### config.mk
export PLATFORM = sky130hd
export DESIGN_NAME = uart_rx_sipo
export DESIGN_NICKNAME = d
export VERILOG_FILES = /design/src/rtl/uart_rx_sipo.sv
export SDC_FILE = /design/constraint.sdc
export NUM_CORES = 1
export LEC_CHECK = 0
export BUFFER_PORTS_ARGS = -buffer_cell sky130_fd_sc_hd__buf_4
export CORE_MARGIN = 2
export CORE_UTILIZATION = 50
export DETAILED_ROUTE_END_ITERATION = 10
export GPL_ROUTABILITY_DRIVEN = 0
export PLACE_DENSITY = 0.69
export REMOVE_ABC_BUFFERS = 1
export SLEW_MARGIN = 20
export SYNTH_ARGS = -nofsm -noshare
export SYNTH_HDL_FRONTEND = slang
export SYNTH_SLANG_ARGS = --single-unit
### constraint.sdc
create_clock -name baud_out -period 2.2 [get_ports baud_out]
set_input_delay 0 -clock baud_out [delete_from_list [all_inputs] [get_ports baud_out]]
set_output_delay 0 -clock baud_out [all_outputs]
set_load 0.1 [all_outputs]
### src/rtl/uart_rx_sipo.sv
// Oversampled UART receiver: synchronizes the serial line, frames start/data/parity/stop
// bits with a mid-bit sampling tick counter, and presents the byte plus error flags.
module uart_rx_sipo #(
    parameter int OVS = 16
) (
    input  logic       baud_out,
    input  logic       rst,
    input  logic       data_in,
    input  logic [1:0] parity_type,
    input  logic       stop_bits,
    output logic [7:0] data_out,
    output logic       rx_active,
    output logic       rx_done,
    output logic       parity_error,
    output logic       stop_error
);

    typedef enum logic [2:0] {
        IDLE   = 3'd0,
        START  = 3'd1,
        DATA   = 3'd2,
        PARITY = 3'd3,
        STOP   = 3'd4
    } state_t;

    localparam logic [4:0] TICK_MID = 5'(OVS / 2 - 1);
    localparam logic [4:0] TICK_END = 5'(OVS - 1);

    state_t      state_q, state_d;
    logic [1:0]  sync_q;
    logic        rxs;
    logic [4:0]  tick_q, tick_d;
    logic [2:0]  bit_q, bit_d;
    logic        stop2_q, stop2_d;
    logic [7:0]  shift_q, shift_d;
    logic [1:0]  par_cfg_q, par_cfg_d;
    logic        stop_cfg_q, stop_cfg_d;
    logic        perr_q, perr_d;
    logic        ferr_q, ferr_d;
    logic [7:0]  data_out_q, data_out_d;
    logic        rx_active_q, rx_active_d;
    logic        rx_done_q, rx_done_d;
    logic        parity_error_q, parity_error_d;
    logic        stop_error_q, stop_error_d;
    logic        par_en;
    logic        par_exp;
    logic        tick_end;

    assign rxs      = sync_q[1];
    assign par_en   = (par_cfg_q == 2'b01) || (par_cfg_q == 2'b10);
    // Even parity expects the XOR of the data; odd parity expects its complement.
    assign par_exp  = (par_cfg_q == 2'b10) ? (^shift_q) : ~(^shift_q);
    assign tick_end = (tick_q == TICK_END);

    always_ff @(posedge baud_out) begin
        if (!rst) begin
            state_q        <= IDLE;
            sync_q         <= 2'b11;
            tick_q         <= 5'd0;
            bit_q          <= 3'd0;
            stop2_q        <= 1'b0;
            shift_q        <= 8'h00;
            par_cfg_q      <= 2'b00;
            stop_cfg_q     <= 1'b0;
            perr_q         <= 1'b0;
            ferr_q         <= 1'b0;
            data_out_q     <= 8'h00;
            rx_active_q    <= 1'b0;
            rx_done_q      <= 1'b0;
            parity_error_q <= 1'b0;
            stop_error_q   <= 1'b0;
        end else begin
            state_q        <= state_d;
            sync_q         <= {sync_q[0], data_in};
            tick_q         <= tick_d;
            bit_q          <= bit_d;
            stop2_q        <= stop2_d;
            shift_q        <= shift_d;
            par_cfg_q      <= par_cfg_d;
            stop_cfg_q     <= stop_cfg_d;
            perr_q         <= perr_d;
            ferr_q         <= ferr_d;
            data_out_q     <= data_out_d;
            rx_active_q    <= rx_active_d;
            rx_done_q      <= rx_done_d;
            parity_error_q <= parity_error_d;
            stop_error_q   <= stop_error_d;
        end
    end

    always_comb begin
        state_d        = state_q;
        tick_d         = tick_end ? 5'd0 : tick_q + 5'd1;
        bit_d          = bit_q;
        stop2_d        = stop2_q;
        shift_d        = shift_q;
        par_cfg_d      = par_cfg_q;
        stop_cfg_d     = stop_cfg_q;
        perr_d         = perr_q;
        ferr_d         = ferr_q;
        data_out_d     = data_out_q;
        rx_active_d    = rx_active_q;
        rx_done_d      = 1'b0;
        parity_error_d = parity_error_q;
        stop_error_d   = stop_error_q;

        case (state_q)
            IDLE: begin
                tick_d = 5'd0;
                bit_d  = 3'd0;
                if (!rxs) begin
                    state_d     = START;
                    rx_active_d = 1'b1;
                end
            end

            START: begin
                if (tick_q == TICK_MID) begin
                    tick_d = 5'd0;
                    if (!rxs) begin
                        // Frame configuration is frozen here so mid-frame input changes are ignored.
                        state_d    = DATA;
                        par_cfg_d  = parity_type;
                        stop_cfg_d = stop_bits;
                        perr_d     = 1'b0;
                        ferr_d     = 1'b0;
                        bit_d      = 3'd0;
                        stop2_d    = 1'b0;
                    end else begin
                        state_d     = IDLE;
                        rx_active_d = 1'b0;
                    end
                end
            end

            DATA: begin
                if (tick_end) begin
                    shift_d[bit_q] = rxs;
                    bit_d          = bit_q + 3'd1;
                    if (bit_q == 3'd7) begin
                        state_d = par_en ? PARITY : STOP;
                    end
                end
            end

            PARITY: begin
                if (tick_end) begin
                    if (rxs != par_exp) begin
                        perr_d = 1'b1;
                    end
                    state_d = STOP;
                end
            end

            STOP: begin
                if (tick_end) begin
                    if (!rxs) begin
                        ferr_d = 1'b1;
                    end
                    if (stop_cfg_q && !stop2_q) begin
                        stop2_d = 1'b1;
                    end else begin
                        // Last stop sample: publish the frame; the flag includes this sample.
                        state_d        = IDLE;
                        rx_done_d      = 1'b1;
                        rx_active_d    = 1'b0;
                        data_out_d     = shift_q;
                        parity_error_d = perr_q;
                        stop_error_d   = ferr_q | ~rxs;
                    end
                end
            end

            default: begin
                state_d     = IDLE;
                rx_active_d = 1'b0;
            end
        endcase
    end

    assign data_out     = data_out_q;
    assign rx_active    = rx_active_q;
    assign rx_done      = rx_done_q;
    assign parity_error = parity_error_q;
    assign stop_error   = stop_error_q;

endmodule

Yosys cells after proc, flatten, opt, wreduce, memory -nomap -nowiden
Cells that the tools add are included.
{"block": "word_totals", "reg_bits": 39, "input_bits": 6, "output_inout_bits": 12, "wordCells": 104}
{"block": "op_classes", "n_addsub": 2, "magnitude_cmp": 2, "eq_ne": 22, "mux": 38, "n_bitwise": 5, "n_reduce_logical": 20}
{"cell": "3-bit 2-to-1 mux", "n": 11}
{"cell": "2-bit != test, second input constant", "n": 12}
{"cell": "1-bit 2-to-1 mux", "n": 15}
{"cell": "3-bit case mux with 5 select lines", "n": 1}
{"cell": "5-bit AND reduction", "n": 3}
{"cell": "5-bit 2-to-1 mux", "n": 2}
{"cell": "5-bit case mux with 2 select lines", "n": 1}
{"cell": "3-bit case mux with 3 select lines", "n": 1}
{"cell": "3-bit AND reduction", "n": 3}
{"cell": "8-bit bitwise mux", "n": 1}
{"cell": "8-bit parity", "n": 1}
{"cell": "7-bit AND reduction", "n": 1}
{"cell": "3-bit by 2-bit == test with 1-bit output, second input constant", "n": 2}
{"cell": "3-bit == test, second input constant", "n": 2}
{"cell": "1-bit case mux with 2 select lines", "n": 3}
{"cell": "6-bit AND reduction", "n": 1}
{"cell": "5-bit by 1-bit adder with 5-bit output, second input constant", "n": 1}
{"cell": "5-bit by 3-bit == test with 1-bit output, second input constant", "n": 1}
{"cell": "5-bit by 4-bit == test with 1-bit output, second input constant", "n": 1}
{"cell": "3-bit by 4-bit less-than comparator with 1-bit output, second input constant", "n": 1}
{"cell": "1-bit inverter", "n": 4}
{"cell": "1-bit case mux with 4 select lines", "n": 1}
{"cell": "4-bit AND reduction", "n": 1}
{"cell": "2-bit nonzero test", "n": 2}
{"cell": "other kinds (16)", "n": 17}

Depth between registers and ports, before layout
{"block": "logic_depth", "depth_word": 7, "depth_mapped": 7, "ltp_nobuf": 7}

Worst setup path before layout
Ideal clock, no wire load.
{"block": "synth_timing", "path_type": "register to register", "from": "register tick_q[0]", "to": "register shift_q[2]", "setup_time_ns": 0.128, "t_arrival_ns": 1.415, "required_ns": 2.072, "setup_slack_ns": 0.657, "stages_incl_launch_ff": 8, "n_path_buf": 1, "synth_period_minus_slack_ns": 1.543, "path_cell_list": "dfxtp_1 ha_1 and4b_1 buf_4 nand3b_4 nor3b_2 mux2i_1 nor2_1"}
{"block": "synth_via", "elab_chain_cells": 2}
{"element": "start, declared", "line_no": "32", "source": "logic [4:0] tick_q, tick_d;"}
{"element": "start signal, assigned", "line_no": "75", "source": "tick_q <= tick_d;"}
{"element": "5-bit by 4-bit == test with 1-bit output", "line_no": "53", "source": "assign tick_end = (tick_q == TICK_END);"}
{"element": "2-bit AND reduction (no line)"}
{"element": "end signal, assigned", "line_no": "78", "source": "shift_q <= shift_d;"}
{"element": "end, declared", "line_no": "35", "source": "logic [7:0] shift_q, shift_d;"}
No other way between the ends.
A chain may end at the register's enable or synchronous reset.

Worst setup path in the final report
{"block": "layout_timing", "from": "register tick_q[0]", "to": "register stop_error_q, in the netlist stop_error"}
{"block": "layout_via", "elab_chain_cells": 2}
{"element": "5-bit by 4-bit == test with 1-bit output", "line_no": "53"}
{"element": "3-bit AND reduction (no line)"}
{"element": "end signal, assigned", "line_no": "87", "source": "stop_error_q <= stop_error_d;"}
{"element": "end, declared", "line_no": "44", "source": "logic stop_error_q, stop_error_d;"}
No other way between the ends.

==> reports/metrics.cfg <==
[sta]
rsz0062_at_grt=no
finalSetupViolations=0
final.min_clock_period_ps=1850
fin_skew_ps=4.29
setup_tns_ps=0
hold_ws_ps=413
slew-limit-headroom=0.567
slew_viol_final=0
worst_slew_pin_slew_ps=642
fin_crit_sh=0.843
fmax_mhz=539
finalHoldViolCount=0

[die]
ios=18
dieHeight_um=63.9
rows=21
fp.dieArea_mm2=0.00408
start_util=0.529
die_w_um=63.9
core_mm2=0.00339

[setup_path]
cpMaxStageDelayCell=o311a_1
path_max_fanout=12
path_buf_inv=0
cp_cell_sequence=ha_1 > and4b_1 > nand4_2 > o311a_1
crit_family=simple AND/OR/NAND/NOR gates
crit_arrival_ps=2090
worstPathRequired_ps=2440
start_kind=flop
critPathKind=reg -> reg
end_kind=flop
worst_path_largest_cell_delay_ps=450

[grt]
grt_pass1_wl_um=6170
antenna_found_initial=0
grt_pass1_vias=1364
grt_max_degree=28
overflow=0
grt_usage=0.192

[yosys]
syn_inst=189
synth_area_leaders=dfxtp_1 44%, mux2i_1 12%, nor2_1 7.1%
ys_top_cells_by_count=39 x dfxtp_1, 34 x nor2_1, 22 x mux2i_1
yosysWarnings=0
syn_avg_cell_area_um2=9.49
synth_top_area_frac=0.435
synth_area_mm2=0.00179
synth_most_common_cell=dfxtp_1
synth_top_cell_by_area=dfxtp_1
synthArstFlopShare=0
ys_types=43
synth_seq_cells=39
ys_seq_area_frac=0.435
synth_edf_count=0
synthFlopType=dfxtp_1

[hold_path]
hold_class=reg -> reg

[drt]
drt-initial-drc-count=65
via_count=1374
vias_per_cell=5.35
wirelength_um=3400
ant_nets=0
drc=0
drt_pass1_iterations=4
wire_per_inst_um=13.2

[power_and_ir_drop]
internal-power_mw=0.880
powerDensity_mw_per_mm2=577
power_frac_comb=0.083
leakagePower_nw=0.940
power.share.sequential=0.619
ir_drop_mv=0.282
p_clk_frac=0.298
netSwitchingFraction=0.257
p_switching_mw=0.304

[clock_tree]
cts_tree=done
clkTransAtPathRegs_ps=110
clockBufferDepth=2
worstSkewPairLatency_ps=340
clock-sinks=39
post_cts_buffers=0
cts_inserted_buffers=5
ctsHtreeMaxLevel=2
cts_root_buf=clkbuf_4

[finish]
post_route_cells_drive_above_1_share=0.166
final_util=0.606
final_nets=220
diodes=0
syn_to_final_growth_pct=14.5

[flow_run]
cap_violations=0

[placement]
place.detailed.hpwl_um=2430
port_buffers=17

[run_status]
run_status=completed

[power by group through the flow]
stage          registers (mW)  logic, mW  clock network (mW)
2_1_floorplan           0.754     0.0542                   0
3_3_place_gp            0.747     0.0872                   0
3_5_place_dp            0.749     0.0899                   0
4_1_cts                 0.733     0.0983               0.366
5_1_grt                 0.736      0.107               0.402
6_report                0.733     0.0983               0.353
[through the flow]
| step | power, mW | setup WS (ps) | area, µm² | instances |
|---|---|---|---|---|
| floorplan | 0.808 | 382 | 1730 | 177 |
| global placement | 0.835 | 392 | 1940 | 243 |
| detailed placement | 0.839 | 323 | 1940 | 243 |
| CTS | 1.20 | 315 | 2050 | 257 |
| global route | 1.24 | 179 | 2050 | 257 |
| finish | 1.18 | 346 | 2050 | 257 |
[sequential cells by signal, indices dropped and copies added (netlist names)]
name / flops
perr_q: 1
bit_q: 3
shift_q: 8
data_out: 8
rx_done: 1
stop2_q: 1
state_q: 3
par_cfg_q: 2
rx_active: 1
ferr_q: 1
stop_cfg_q: 1
parity_error: 1
stop_error: 1
sync_q: 2
tick_q: 5
[routing by layer]
layer | up-vias | GRT usage | share of wire
li1 | 691 | - | -
met1 | 647 | 0.232 | 0.44
met2 | 30 | 0.323 | 0.51
met3 | 6 | 0.0528 | 0.037
met4 | 0 | 0.0707 | 0.013
met5 | - | 0 | 0
[cells by family (layout without fill, tap and decap cells)]
family | Yosys count | count (layout) | share of synthesized area
compound gates | 23 | 23 | 0.0858
xor+xnor | 10 | 10 | 0.0565
fa+ha+maj | 4 | 4 | 0.0279
buf+inv | 17 | 39 | 0.0447
flops | 39 | 39 | 0.435
mux | 22 | 22 | 0.123
simple gates | 74 | 74 | 0.227
[timing repair]
item                      4_1_cts  5_1_grt
hold buffers                    6        0
gates resized for setup         0        0
hold endpoints to repair       12        0
[worst paths after layout]
kind	cells after the start	slack [ps]	startpoint	to
worst min-delay path	1	410	sync_q[0]	sync_q[1]
worst max register to register	4	350	tick_q[0]	stop_error
worst max-delay path	4	350	tick_q[0]	stop_error
worst min register to register	1	410	sync_q[0]	sync_q[1]
[cells in the final DEF, fill, tap and decap left out, drive strengths merged, types with 2 or more instances in the layout]
master and n:
mux2i 22, nand3 9, nand2b 5, nor3 5, dlygate4sd3 6, o21ai 4
nor3b 4, a21oi 8, clkbuf 6, ha 4, dfxtp 39, inv 4
nor2b 2, buf 20, nand3b 4, nor2 34, nand2 6, clkinv 2
xnor2 7, xor2 2
[worst reg2reg max path: cells and delay by family, from the launching register on]
kind / cells / cell delay [ps]
and+or+nand+nor: 2 / 660
adders and majority gates: 1 / 260
AOI/OAI and AO/OA: 1 / 450
DFF: 1 / 380
[area by class of cell]
cell class | instances | area, µm²
Clock buffer | 6 | 41.3
Clock inverter | 2 | 12.5
Timing Repair Buffer | 26 | 210
Inverter | 5 | 18.8
Fill cell | 281 | 1340
Tap cell | 46 | 57.6
Sequential cell | 39 | 781
Multi-Input combinational cell | 133 | 932
(Power assumes the default switching activity.)
